**config.mk**
```make
export PLATFORM = sky130hd
export DESIGN_NAME = pifo_ring_issue_ctrl_flat
export DESIGN_NICKNAME = d
export VERILOG_FILES = /design/src/rtl/pifo_ring_pkg.sv /design/src/rtl/pifo_ring_issue_ctrl_if.sv /design/src/rtl/pifo_ring_slot_tracker.sv /design/src/rtl/pifo_ring_issue_ctrl.sv /design/src/flat_wrapper.sv
export SDC_FILE = /design/constraint.sdc
export NUM_CORES = 1
export LEC_CHECK = 0
export CAP_MARGIN = 20
export CORE_UTILIZATION = 55
export DETAILED_ROUTE_END_ITERATION = 7
export DONT_BUFFER_PORTS = 1
export PLACE_DENSITY_LB_ADDON = 0.3
export RECOVER_POWER = 100
export SYNTH_ARGS = -nofsm -noshare
export SYNTH_HDL_FRONTEND = slang
export SYNTH_SLANG_ARGS = --single-unit
```
**constraint.sdc**
```tcl
create_clock -name i_clk -period 6.5 [get_ports i_clk]
set_clock_uncertainty 0.1 [all_clocks]
set_input_delay 1.3 -clock i_clk [delete_from_list [all_inputs] [get_ports i_clk]]
set_output_delay 1.3 -clock i_clk [all_outputs]
set_load 0.1 [all_outputs]
```
**src/rtl/pifo_ring_pkg.sv**
```systemverilog
// Shared types and constants for the PIFO ring issue controller.
// - Widths derived from payload/metadata widths, ring size and tree count.
// - slot_t : ring token {valid, hops remaining}.
// - resp_t : pop response entry {tree, root RPU, empty flag}.
// - root_of(): the RPU that holds the root of a tree.
package pifo_ring_pkg;

  localparam int PTW       = 16;
  localparam int MTW       = 0;
  localparam int DW        = MTW + PTW;
  localparam int LEVEL     = 4;
  localparam int TREE_NUM  = 4;
  localparam int STAGE_CYC = 2;
  localparam int POP_LAT   = 2;
  localparam int CNTW      = LEVEL;

  localparam int TIDW = $clog2(TREE_NUM);
  localparam int RW   = $clog2(LEVEL);
  localparam int HW   = $clog2(LEVEL + 1);
  localparam int PHW  = (STAGE_CYC > 1) ? $clog2(STAGE_CYC) : 1;

  // Tree capacity: a full binary tree of LEVEL levels.
  localparam logic [CNTW-1:0] CAP = {CNTW{1'b1}};

  typedef enum logic {
    OP_PUSH = 1'b0,
    OP_POP  = 1'b1
  } op_e;

  typedef struct packed {
    logic          valid;
    logic [HW-1:0] hops;
  } slot_t;

  typedef struct packed {
    logic [TIDW-1:0] tree;
    logic [RW-1:0]   rpu;
    logic            empty;
  } resp_t;

  // LEVEL and TREE_NUM are powers of two, so "mod LEVEL" is a bit slice.
  function automatic logic [RW-1:0] root_of(input logic [TIDW-1:0] tree);
    return tree[RW-1:0];
  endfunction

endpackage

```
**src/rtl/pifo_ring_issue_ctrl_if.sv**
```systemverilog
// Request / ring-injection / response bundle of the PIFO ring issue controller.
// - master : requester plus ring side (drives requests and per-RPU pop data).
// - slave  : the issue controller.
interface pifo_ring_issue_ctrl_if;
  import pifo_ring_pkg::*;

  logic                     i_req_valid;
  logic                     o_req_ready;
  logic                     i_req_pop;
  logic [TIDW-1:0]          i_req_tree_id;
  logic [DW-1:0]            i_req_data;
  logic                     o_push;
  logic                     o_pop;
  logic [TIDW-1:0]          o_tree_id;
  logic [DW-1:0]            o_push_data;
  logic [LEVEL*DW-1:0]      i_rpu_pop_data;
  logic                     o_pop_valid;
  logic [TIDW-1:0]          o_pop_tree_id;
  logic [DW-1:0]            o_pop_data;
  logic                     o_pop_empty;
  logic                     o_push_drop;
  logic [TREE_NUM*CNTW-1:0] o_occupancy;

  modport master (
    output i_req_valid, i_req_pop, i_req_tree_id, i_req_data, i_rpu_pop_data,
    input  o_req_ready, o_push, o_pop, o_tree_id, o_push_data,
           o_pop_valid, o_pop_tree_id, o_pop_data, o_pop_empty, o_push_drop, o_occupancy
  );

  modport slave (
    input  i_req_valid, i_req_pop, i_req_tree_id, i_req_data, i_rpu_pop_data,
    output o_req_ready, o_push, o_pop, o_tree_id, o_push_data,
           o_pop_valid, o_pop_tree_id, o_pop_data, o_pop_empty, o_push_drop, o_occupancy
  );

endinterface

```
**src/rtl/pifo_ring_slot_tracker.sv**
```systemverilog
// Tracks which ring RPU each in-flight op occupies in the current epoch.
// Ports:
// - i_clk, i_arst_n : clock, async active-low reset
// - load, load_rpu  : place a fresh token (hops=LEVEL) at load_rpu
// - query_rpu       : RPU whose occupancy is asked about
// - phase_zero      : current cycle is the first of an epoch
// - query_free      : no token sits at query_rpu
module pifo_ring_slot_tracker
  import pifo_ring_pkg::*;
(
  input  logic          i_clk,
  input  logic          i_arst_n,
  input  logic          load,
  input  logic [RW-1:0] load_rpu,
  input  logic [RW-1:0] query_rpu,
  output logic          phase_zero,
  output logic          query_free
);

  logic [PHW-1:0] phase_r;
  logic           boundary_s;
  slot_t          slot_r     [LEVEL];
  slot_t          slot_nxt_s [LEVEL];

  assign boundary_s = (phase_r == PHW'(STAGE_CYC - 1));
  assign phase_zero = (phase_r == {PHW{1'b0}});
  assign query_free = !slot_r[query_rpu].valid;

  // Epoch phase counter, wraps after STAGE_CYC cycles.
  always_ff @(posedge i_clk or negedge i_arst_n) begin
    if (!i_arst_n) begin
      phase_r <= {PHW{1'b0}};
    end else if (boundary_s) begin
      phase_r <= {PHW{1'b0}};
    end else begin
      phase_r <= phase_r + PHW'(1);
    end
  end

  // Next slot contents: a fresh load wins; otherwise tokens hop one RPU per
  // epoch and retire after their last hop. Computed per destination slot.
  always_comb begin
    for (int d = 0; d < LEVEL; d++) begin
      if (load && (load_rpu == RW'(d))) begin
        slot_nxt_s[d] = '{valid: 1'b1, hops: HW'(LEVEL)};
      end else if (boundary_s) begin
        if (slot_r[(d + LEVEL - 1) % LEVEL].valid &&
            (slot_r[(d + LEVEL - 1) % LEVEL].hops > HW'(1))) begin
          slot_nxt_s[d] = '{valid: 1'b1,
                            hops:  slot_r[(d + LEVEL - 1) % LEVEL].hops - HW'(1)};
        end else begin
          slot_nxt_s[d] = '{valid: 1'b0, hops: {HW{1'b0}}};
        end
      end else begin
        slot_nxt_s[d] = slot_r[d];
      end
    end
  end

  // Slot array register.
  always_ff @(posedge i_clk or negedge i_arst_n) begin
    if (!i_arst_n) begin
      for (int j = 0; j < LEVEL; j++) begin
        slot_r[j] <= '{valid: 1'b0, hops: {HW{1'b0}}};
      end
    end else begin
      slot_r <= slot_nxt_s;
    end
  end

endmodule

```
**src/rtl/pifo_ring_issue_ctrl.sv**
```systemverilog
// Issue controller in front of the multi-tree PIFO SRAM ring.
// Ports:
// - i_clk, i_arst_n : clock, async active-low reset
// - bus (slave)     : request valid/ready, registered ring injection strobes,
//                     per-RPU pop data in, registered pop responses,
//                     push-drop pulse and per-tree occupancy.
// Pushes to a full tree are consumed and dropped; pops to an empty tree are
// answered with all-ones data and the empty flag, at the normal latency.
module pifo_ring_issue_ctrl
  import pifo_ring_pkg::*;
(
  input logic                   i_clk,
  input logic                   i_arst_n,
  pifo_ring_issue_ctrl_if.slave bus
);

  logic [RW-1:0]   root_s;
  logic            phase_zero_s;
  logic            root_free_s;
  logic            ready_s;
  logic            accept_s;
  op_e             op_s;
  logic [CNTW-1:0] cnt_sel_s;
  logic            full_s;
  logic            empty_s;
  logic            push_ok_s;
  logic            pop_ok_s;
  logic            drop_s;
  logic            pop_acc_s;

  logic [CNTW-1:0] cnt_r [TREE_NUM];
  logic            push_r;
  logic            pop_r;
  logic            drop_r;
  logic [TIDW-1:0] tree_id_r;
  logic [DW-1:0]   push_data_r;

  logic            issue_vld_r;
  resp_t           issue_r;
  logic            pipe_vld_r [POP_LAT];
  resp_t           pipe_r     [POP_LAT];
  resp_t           tail_s;
  logic [DW-1:0]   tail_word_s;
  logic            pop_valid_r;
  logic            pop_empty_r;
  logic [TIDW-1:0] pop_tree_r;
  logic [DW-1:0]   pop_data_r;

  assign root_s = root_of(bus.i_req_tree_id);

  pifo_ring_slot_tracker u_slots (
    .i_clk      (i_clk),
    .i_arst_n   (i_arst_n),
    .load       (push_ok_s | pop_ok_s),
    .load_rpu   (root_s),
    .query_rpu  (root_s),
    .phase_zero (phase_zero_s),
    .query_free (root_free_s)
  );

  // Handshake and op decode; only real injections claim a ring slot.
  always_comb begin
    ready_s   = i_arst_n & phase_zero_s & root_free_s;
    accept_s  = bus.i_req_valid & ready_s;
    op_s      = bus.i_req_pop ? OP_POP : OP_PUSH;
    cnt_sel_s = cnt_r[bus.i_req_tree_id];
    full_s    = (cnt_sel_s == CAP);
    empty_s   = (cnt_sel_s == {CNTW{1'b0}});
    push_ok_s = 1'b0;
    pop_ok_s  = 1'b0;
    drop_s    = 1'b0;
    pop_acc_s = 1'b0;
    if (accept_s) begin
      case (op_s)
        OP_PUSH: begin
          push_ok_s = !full_s;
          drop_s    = full_s;
        end
        OP_POP: begin
          pop_ok_s  = !empty_s;
          pop_acc_s = 1'b1;
        end
        default: begin
          push_ok_s = 1'b0;
          pop_ok_s  = 1'b0;
        end
      endcase
    end else begin
      pop_acc_s = 1'b0;
    end
  end

  // Per-tree occupancy counters; saturation is guaranteed by the decode above.
  always_ff @(posedge i_clk or negedge i_arst_n) begin
    if (!i_arst_n) begin
      for (int t = 0; t < TREE_NUM; t++) begin
        cnt_r[t] <= {CNTW{1'b0}};
      end
    end else if (push_ok_s) begin
      cnt_r[bus.i_req_tree_id] <= cnt_sel_s + CNTW'(1);
    end else if (pop_ok_s) begin
      cnt_r[bus.i_req_tree_id] <= cnt_sel_s - CNTW'(1);
    end
  end

  // Ring injection strobes; tree id and data are zero outside the strobe cycle.
  always_ff @(posedge i_clk or negedge i_arst_n) begin
    if (!i_arst_n) begin
      push_r      <= 1'b0;
      pop_r       <= 1'b0;
      drop_r      <= 1'b0;
      tree_id_r   <= {TIDW{1'b0}};
      push_data_r <= {DW{1'b0}};
    end else begin
      push_r      <= push_ok_s;
      pop_r       <= pop_ok_s;
      drop_r      <= drop_s;
      tree_id_r   <= (push_ok_s | pop_ok_s) ? bus.i_req_tree_id : {TIDW{1'b0}};
      push_data_r <= push_ok_s ? bus.i_req_data : {DW{1'b0}};
    end
  end

  // Response pipe: the issue stage lines up with the strobe, so the tail sees
  // the ring data POP_LAT cycles after injection.
  always_ff @(posedge i_clk or negedge i_arst_n) begin
    if (!i_arst_n) begin
      issue_vld_r <= 1'b0;
      issue_r     <= '{tree: {TIDW{1'b0}}, rpu: {RW{1'b0}}, empty: 1'b0};
      for (int k = 0; k < POP_LAT; k++) begin
        pipe_vld_r[k] <= 1'b0;
        pipe_r[k]     <= '{tree: {TIDW{1'b0}}, rpu: {RW{1'b0}}, empty: 1'b0};
      end
    end else begin
      issue_vld_r   <= pop_acc_s;
      issue_r       <= '{tree: bus.i_req_tree_id, rpu: root_s, empty: empty_s};
      pipe_vld_r[0] <= issue_vld_r;
      pipe_r[0]     <= issue_r;
      for (int k = 1; k < POP_LAT; k++) begin
        pipe_vld_r[k] <= pipe_vld_r[k-1];
        pipe_r[k]     <= pipe_r[k-1];
      end
    end
  end

  assign tail_s      = pipe_r[POP_LAT-1];
  assign tail_word_s = bus.i_rpu_pop_data[tail_s.rpu*DW +: DW];

  // Registered response outputs, all zero when no response is due.
  always_ff @(posedge i_clk or negedge i_arst_n) begin
    if (!i_arst_n) begin
      pop_valid_r <= 1'b0;
      pop_empty_r <= 1'b0;
      pop_tree_r  <= {TIDW{1'b0}};
      pop_data_r  <= {DW{1'b0}};
    end else if (pipe_vld_r[POP_LAT-1]) begin
      pop_valid_r <= 1'b1;
      pop_empty_r <= tail_s.empty;
      pop_tree_r  <= tail_s.tree;
      pop_data_r  <= tail_s.empty ? {DW{1'b1}} : tail_word_s;
    end else begin
      pop_valid_r <= 1'b0;
      pop_empty_r <= 1'b0;
      pop_tree_r  <= {TIDW{1'b0}};
      pop_data_r  <= {DW{1'b0}};
    end
  end

  // Drive the bundle outputs.
  always_comb begin
    bus.o_req_ready   = ready_s;
    bus.o_push        = push_r;
    bus.o_pop         = pop_r;
    bus.o_tree_id     = tree_id_r;
    bus.o_push_data   = push_data_r;
    bus.o_push_drop   = drop_r;
    bus.o_pop_valid   = pop_valid_r;
    bus.o_pop_tree_id = pop_tree_r;
    bus.o_pop_data    = pop_data_r;
    bus.o_pop_empty   = pop_empty_r;
    for (int t = 0; t < TREE_NUM; t++) begin
      bus.o_occupancy[t*CNTW +: CNTW] = cnt_r[t];
    end
  end

endmodule

```
**src/flat_wrapper.sv**
```systemverilog
// flat-port wrapper written by rule: the top's interface ports become plain ports
module pifo_ring_issue_ctrl_flat import pifo_ring_pkg::*;
  (i_clk, i_arst_n, bus_i_req_valid, bus_i_req_pop, bus_i_req_tree_id, bus_i_req_data, bus_i_rpu_pop_data, bus_o_req_ready, bus_o_push, bus_o_pop, bus_o_tree_id, bus_o_push_data, bus_o_pop_valid, bus_o_pop_tree_id, bus_o_pop_data, bus_o_pop_empty, bus_o_push_drop, bus_o_occupancy);
  pifo_ring_issue_ctrl_if bus_i ();
  input logic i_clk;
  input logic i_arst_n;
  input wire logic [$bits(bus_i.i_req_valid)-1:0] bus_i_req_valid;
  input wire logic [$bits(bus_i.i_req_pop)-1:0] bus_i_req_pop;
  input wire logic [$bits(bus_i.i_req_tree_id)-1:0] bus_i_req_tree_id;
  input wire logic [$bits(bus_i.i_req_data)-1:0] bus_i_req_data;
  input wire logic [$bits(bus_i.i_rpu_pop_data)-1:0] bus_i_rpu_pop_data;
  output wire logic [$bits(bus_i.o_req_ready)-1:0] bus_o_req_ready;
  output wire logic [$bits(bus_i.o_push)-1:0] bus_o_push;
  output wire logic [$bits(bus_i.o_pop)-1:0] bus_o_pop;
  output wire logic [$bits(bus_i.o_tree_id)-1:0] bus_o_tree_id;
  output wire logic [$bits(bus_i.o_push_data)-1:0] bus_o_push_data;
  output wire logic [$bits(bus_i.o_pop_valid)-1:0] bus_o_pop_valid;
  output wire logic [$bits(bus_i.o_pop_tree_id)-1:0] bus_o_pop_tree_id;
  output wire logic [$bits(bus_i.o_pop_data)-1:0] bus_o_pop_data;
  output wire logic [$bits(bus_i.o_pop_empty)-1:0] bus_o_pop_empty;
  output wire logic [$bits(bus_i.o_push_drop)-1:0] bus_o_push_drop;
  output wire logic [$bits(bus_i.o_occupancy)-1:0] bus_o_occupancy;
  assign bus_i.i_req_valid = bus_i_req_valid;
  assign bus_i.i_req_pop = bus_i_req_pop;
  assign bus_i.i_req_tree_id = bus_i_req_tree_id;
  assign bus_i.i_req_data = bus_i_req_data;
  assign bus_i.i_rpu_pop_data = bus_i_rpu_pop_data;
  assign bus_o_req_ready = bus_i.o_req_ready;
  assign bus_o_push = bus_i.o_push;
  assign bus_o_pop = bus_i.o_pop;
  assign bus_o_tree_id = bus_i.o_tree_id;
  assign bus_o_push_data = bus_i.o_push_data;
  assign bus_o_pop_valid = bus_i.o_pop_valid;
  assign bus_o_pop_tree_id = bus_i.o_pop_tree_id;
  assign bus_o_pop_data = bus_i.o_pop_data;
  assign bus_o_pop_empty = bus_i.o_pop_empty;
  assign bus_o_push_drop = bus_i.o_push_drop;
  assign bus_o_occupancy = bus_i.o_occupancy;
  pifo_ring_issue_ctrl u_core (.i_clk(i_clk), .i_arst_n(i_arst_n), .bus(bus_i));
endmodule
```
==> out/qor.csv, run 1 <==
stage;metric;value;unit
run_status;status;complete, but fails checks;
run_status;violations;max-capacitance violations, max-slew violations;
setup_path;path_delay_family;simple AND/OR/NAND/NOR gates;
pwr;ir_worst_vdd;224;uV
placed_design;place.gp.congestion;0.839;
pwr;p_per_area;407;nW/um2
timing;rsz0062_at_grt;no;
floorplanning;die_x;86.8;um
global_routing;grt_overflow;0;
pwr;swShare;0.455;
logic_synthesis;syn-num-nets;394;
logic_synthesis;syn_inst;298;
clocking;cts_hold_buf;0;
layout;multi_input_area;1570;um2
route;viasPerCell;5.99;
logic_synthesis;ys_ff_latch;86;
clocking;cts_max_path_buffers;2;
clocking;clk_pin_slew;0.09;ns
layout;regArea;2150;um2
layout;area_growth;5.06;%
placed_design;post-place-ws;2.78;ns
clocking;h-tree-depth;3;
global_routing;grt_pass1_vias;2483;
placed_design;portBuffers;0;
floorplanning;start_util;0.576;
pwr;p_sw;0.000770;W
layout;final_common_cell;dfrtp_1;
global_routing;grt_pass1_wl;12400;um
setup_path;cp-end-kind;flip-flop;
global_routing;antenna_found_initial;0;
floorplanning;core;6870;um2
route;route.detailed.drc;0;
setup_path;cp_num_buf_inv;1;
clocking;cts_made_buffers;9;
logic_synthesis;synth_flop_cell;dfrtp_1;
pwr;intPower;0.000923;W
logic_synthesis;synth_top_area_frac;0.544;
logic_synthesis;syn_area;3960;um2
setup_path;critPathKind;in2reg;
logic_synthesis;ys_seq_area_frac;0.544;
pwr;power;0.00169;W
route;vias;2365;
route;drt.antenna.violating_nets;0;
global_routing;grt_max_degree;91;
floorplanning;fp.dieH;86.8;um
global_routing;grt_usage;0.221;
timing;clock.fmax;0.235;GHz
logic_synthesis;synth_cell_types;46;
placed_design;dp_hpwl;5770;um
timing;period_share;0.655;
layout;drive_gt1_frac;0.144;
timing;finalMaxSlewViolations;33;
logic_synthesis;yosysWarnings;0;
clocking;cts_sinks;86;
setup_path;cp_max_fo;13;
pwr;seq_power_share;0.629;
floorplanning;die_area;7540;um2
setup_path;crit_path_max_incr_delay;1.48;ns
timing;setup_viol;0;
route;wire_per_inst;19.9;um
layout;fillers;551;
pwr;p_clk_frac;0.243;
setup_path;crit_required;6.63;ns
clocking;worst_skew_pair.late_latency;0.35;ns
pwr;combPwrFrac;0.128;
layout;final_cells;395;
clocking;cts_tree;done;
logic_synthesis;async_flop_share;1.00;
setup_path;rrSetupSlack;2.31;ns
logic_synthesis;yosys.area.top_type;dfrtp_1;
pwr;p_leak;1.89;nW
clocking;post-cts-setup-buffers;0;
timing;slew_headroom;-0.227;
layout;nNetsFinal;390;
logic_synthesis;syn_avg_cell_area;13.3;um2
timing;fin_ws;2.24;ns
hold_path;hp-class;reg2reg;
setup_path;start_kind;primary input;
clocking;cts_resized;0;
logic_synthesis;synth_edf_count;0;
layout;layout_common_cells;dfrtp_1 (86), mux4_2 (19), inv_1 (17), nor2_1 (17), o21a_1 (16);
layout;diodes;0;
clocking;cts_root_buffer;clkbuf_8;
route;first_pass_iters;4;
setup_path;cp_slowest_cell;nor4_1;
logic_synthesis;synth_area_leaders;dfrtp_1 (54%), mux4_2 (11%), and2_1 (3.6%);
run;cap_violations;3;
setup_path;path_cells;mux2i_1 -> mux2_1 -> clkinv_1 -> ha_1 -> and4_1 -> nor4_1 -> mux2_2;
route;wl;7850;um
timing;hold_viol_final;0;
timing;setup_tns;0;ns
setup_path;cp_data_arrival_time;4.39;ns
floorplanning;core.rowCount;30;
timing;fin_crit;4.26;ns
floorplanning;ios;144;
route;first_iter_violations;108;
timing;tightest_slew;1.82;ns
placed_design;dp.cells;379;
synth_stat cells, drive strengths merged, types with 2 or more instances:
cell type	count
ha	10
clkbuf	11
a2bb2oi	7
buf	5
o2bb2ai	2
inv	17
dfrtp	86
nor2	17
nor3	4
nand2	6
xnor2	5
nand4	2
nand2b	2
a211o	4
o22ai	5
mux2i	3
o211ai	4
or3	2
mux2	10
nand3b	3
nand3	7
nor4	5
a21oi	8
and2	23
o21a	16
mux4	19
logic make-up after synthesis:
group / count (synthesis) / share of synthesized area
multiplexers: 32 / 0.144
AND/OR/NAND/NOR: 77 / 0.128
XOR/XNOR: 5 / 0.0111
AO/OA/AOI/OAI: 54 / 0.105
buffers and inverters: 34 / 0.0363
flip-flops: 86 / 0.544
adder cells (fa/ha/maj): 10 / 0.0316
registers in the layout (all words and copies together), names as in the netlist, 2 cells and up, named ones only:
name                      cells
u_core.issue_r                3
u_core.pipe_vld_r             2
u_core.bus.o_pop_tree_id      2
u_core.u_slots.slot_r        16
u_core.bus.o_occupancy       12
u_core.bus.o_pop_data        16
u_core.bus.o_tree_id          2
u_core.pipe_r                 6
u_core.bus.o_push_data       16
final timing paths:
| kind | from | endpoint | cells past startpoint |
|---|---|---|---|
| max | bus_i_req_tree_id[1] | u_core.bus.o_occupancy[6] | 7 |
| min | u_core.issue_vld_r | u_core.pipe_vld_r[1] | 0 |
| max reg2reg | flip-flop | u_core.bus.o_occupancy[6] | 7 |
| min reg2reg | u_core.issue_vld_r | u_core.pipe_vld_r[1] | 0 |
| max in group asynchronous | i_arst_n | u_core.u_slots.slot_r[8] | 0 |
| min in group asynchronous | i_arst_n | u_core.bus.o_push_data[4] | 0 |
layer usage:
metal  global-route usage  vias up  routed length, um
met4                0.115        0                212
met2                0.367       98               3970
met5                    0        -                  0
met3               0.0571       20                585
li1                     -     1073                  -
met1                0.265     1174               3080
metrics by stage:
step           instance area [um2]   util  hold slack (ns)
6_report                      4160  0.605            0.247
4_1_cts                       4260  0.620            0.255
3_5_place_dp                  4040  0.588            0.235
5_1_grt                       4160  0.605            0.259
3_3_place_gp                  4040  0.588            0.232
2_1_floorplan                 3960      -            0.231
cell type report:
class	instances	area share
Inverter	18	0.0162
Multi-Input combinational cell	178	0.377
Timing Repair Buffer	1	0.00662
Tap cell	96	0.0289
Clock buffer	11	0.0340
Sequential cell	86	0.517
Clock inverter	5	0.0199
power by group through the flow:
stage / clock network, W / logic, W / registers [W]
final: 0.000412 / 0.000216 / 0.00106
after global routing: 0.000449 / 0.000238 / 0.00107
after floorplan: 0 / 0.000206 / 0.00104
after detailed placement: 0 / 0.000228 / 0.00108
after CTS: 0.000422 / 0.000230 / 0.00107
after global placement: 0 / 0.000218 / 0.00108
worst reg2reg max path, delay by kind of cell (launching register included):
family                     cells  cell delay [ns]
adders and majority gates      1             0.33
buffers and inverters          1             0.22
DFF                            1             0.75
muxes                          3             0.95
and+or+nand+nor                2             1.73
Note: power is estimated with default switching activity, not from simulation.
==> run 2, diff against run 1 <==
==> constraint.sdc (replaced) <==
create_clock -name i_clk -period 3.66 [get_ports i_clk]
set_clock_uncertainty 0.1 [all_clocks]
set_input_delay 0.732 -clock i_clk [delete_from_list [all_inputs] [get_ports i_clk]]
set_output_delay 0.732 -clock i_clk [all_outputs]
set_load 0.1 [all_outputs]
==> run 2 against run 1 <==
Compared with the run above:
- the flow still finishes with violations (max-capacitance violations, max-slew violations)
- setup slack worse by 1.7 ns
- final cell count is 4.6% higher
- die area stayed put
- core utilization is 1.5 points higher
- clock power is 75% higher
- routed wire length is 3.8% higher
- hold slack better by 0.0018 ns
- sequential share of layout area is 1.2 points lower
- non-clock buffer count is 18 higher
- critical path type unchanged
==> out/qor.csv, run 2 (synthesis results as in run 1) <==
stage;metric;value;unit
clocking;clk_pin_slew;0.08;ns
setup_path;cp-end-kind;flip-flop;
setup_path;rrSetupSlack;0.55;ns
route;wire_per_inst;19.7;um
global_routing;grt_pass1_vias;2452;
setup_path;critPathKind;in2reg;
global_routing;grt_usage;0.226;
layout;regArea;2150;um2
pwr;intPower;0.00168;W
clocking;post-cts-setup-buffers;0;
layout;diodes;0;
run_status;violations;max-capacitance violations, max-slew violations;
timing;clock.fmax;0.321;GHz
pwr;combPwrFrac;0.371;
route;vias;2417;
run_status;status;complete, but fails checks;
timing;rsz0062_at_grt;no;
layout;final_cells;413;
timing;finalMaxSlewViolations;87;
timing;slew_headroom;-0.386;
clocking;cts_resized;0;
pwr;p_leak;1.92;nW
floorplanning;fp.dieH;86.8;um
placed_design;dp.cells;396;
layout;fin_util;0.620;
layout;multi_input_area;1620;um2
floorplanning;core;6870;um2
timing;fin_crit;3.12;ns
floorplanning;core.rowCount;30;
pwr;seq_power_share;0.397;
timing;tightest_slew;2.08;ns
route;wl;8150;um
global_routing;grt_pass1_wl;12500;um
setup_path;path_cells;mux2i_1 -> mux2_1 -> clkinv_1 -> ha_1 -> and4_1 -> nor4b_1 -> mux2_2;
global_routing;grt_max_degree;87;
route;route.detailed.drc;0;
route;drt.antenna.violating_nets;0;
global_routing;grt_overflow;0;
pwr;ir_worst_vdd;534;uV
timing;setup_tns;0;ns
route;first_iter_violations;133;
pwr;p_clk_frac;0.232;
setup_path;cp_data_arrival_time;3.26;ns
floorplanning;ios;144;
timing;period_share;0.851;
timing;setup_viol;0;
setup_path;timing.rr.end;u_core.bus.o_occupancy[2];
route;first_pass_iters;4;
layout;drive_gt1_frac;0.161;
layout;layout_common_cells;dfrtp_1 (86), mux4_2 (19);
placed_design;portBuffers;0;
pwr;swShare;0.459;
layout;fillers;548;
global_routing;antenna_found_initial;0;
floorplanning;start_util;0.576;
layout;final_common_cell;dfrtp_1;
layout;area_growth;7.62;%
timing;hold_viol_final;0;
setup_path;start_kind;primary input;
run;cap_violations;1;
clocking;cts_root_buffer;clkbuf_8;
hold_path;worstHoldStart;u_core.issue_r[4];
clocking;cts_tree;done;
hold_path;hp-class;reg2reg;
clocking;cts_made_buffers;9;
clocking;worst_skew_pair.late_latency;0.35;ns
route;viasPerCell;5.85;
layout;nNetsFinal;408;
setup_path;crit_required;3.80;ns
setup_path;cp_slowest_cell;nor4b_1;
clocking;cts_sinks;86;
placed_design;place.gp.congestion;0.827;
hold_path;whs_path_depth;0;
floorplanning;die_area;7540;um2
floorplanning;die_x;86.8;um
clocking;cts_max_path_buffers;2;
hold_path;hold_path_end;u_core.pipe_r[9];
pwr;p_per_area;730;nW/um2
pwr;p_sw;0.00143;W
clocking;cts_hold_buf;1;
clocking;h-tree-depth;3;
setup_path;reg2reg_depth;7;
placed_design;dp_hpwl;6050;um
setup_path;crit_path_max_incr_delay;0.92;ns
setup_path;cp_max_fo;13;
run 2: metrics by stage:
| stage | setup WS (ns) | instance area, um2 | total power, W | hold WS [ns] |
|---|---|---|---|---|
| finish | 0.544 | 4260 | 0.00311 | 0.249 |
| global route | 0.393 | 4260 | 0.00324 | 0.256 |
| CTS | 0.788 | 4400 | 0.00323 | 0.177 |
| detailed placement | 0.595 | 4160 | 0.00248 | 0.236 |
| global placement | 0.685 | 4160 | 0.00247 | 0.231 |
| floorplan | 0.496 | 3980 | 0.00221 | 0.231 |
run 2: routing by layer:
layer	vias up	share of wire	global-route usage
met5	-	0	0
met4	0	0.018	0.105
met3	13	0.060	0.0486
met2	83	0.49	0.359
met1	1213	0.43	0.299
li1	1108	-	-
run 2: layout make-up:
cell class	instances	share of cell area
multi-input cells	178	0.381
inverters	18	0.0159
repair buffers	19	0.0182
flip-flops and latches	86	0.505
well taps	96	0.0282
clock inverters	6	0.0217
clock buffers	10	0.0300
run 2: power groups by stage:
stage | registers (W) | logic [W] | clock network [W]
floorplan | 0.00184 | 0.000367 | 0
global placement | 0.00125 | 0.00122 | 0
detailed placement | 0.00126 | 0.00123 | 0
CTS | 0.00124 | 0.00125 | 0.000744
global route | 0.00125 | 0.00121 | 0.000779
finish | 0.00124 | 0.00115 | 0.000722
run 2: critical path, delay by kind of cell:
family                     cells  cell delay [ns]
muxes                          3             0.77
adders and majority gates      1             0.33
buffers and inverters          1             0.22
and+or+nand+nor                2             1.19
run 2: worst max path at each step:
| stage | from | endpoint | slack [ns] | cells past startpoint |
|---|---|---|---|---|
| finish | bus_i_req_tree_id[1] | u_core.bus.o_occupancy[2] | 0.54 | 7 |
| global route | flip-flop | u_core.bus.o_occupancy[2] | 0.39 | 7 |
| CTS | u_core.u_slots.boundary_s | bus_o_req_ready | 0.79 | 4 |
| detailed placement | bus_i_req_tree_id[1] | u_core.bus.o_occupancy[9] | 0.60 | 7 |
| global placement | bus_i_req_tree_id[1] | u_core.bus.o_occupancy[10] | 0.68 | 7 |
| floorplan | bus_i_req_tree_id[1] | bus_o_req_ready | 0.50 | 3 |
==> run 3, diff against run 2 <==
--- a/config.mk
+++ b/config.mk
@@ -5,6 +5,7 @@
 export SDC_FILE = /design/constraint.sdc
 export NUM_CORES = 1
 export LEC_CHECK = 0
+export ABC_CLOCK_PERIOD_IN_PS = 3660
 export CAP_MARGIN = 20
 export CORE_UTILIZATION = 55
 export DETAILED_ROUTE_END_ITERATION = 7
==> results of run 3 <==
No change in the layout: final DEF, timing and power equal those of run 2.
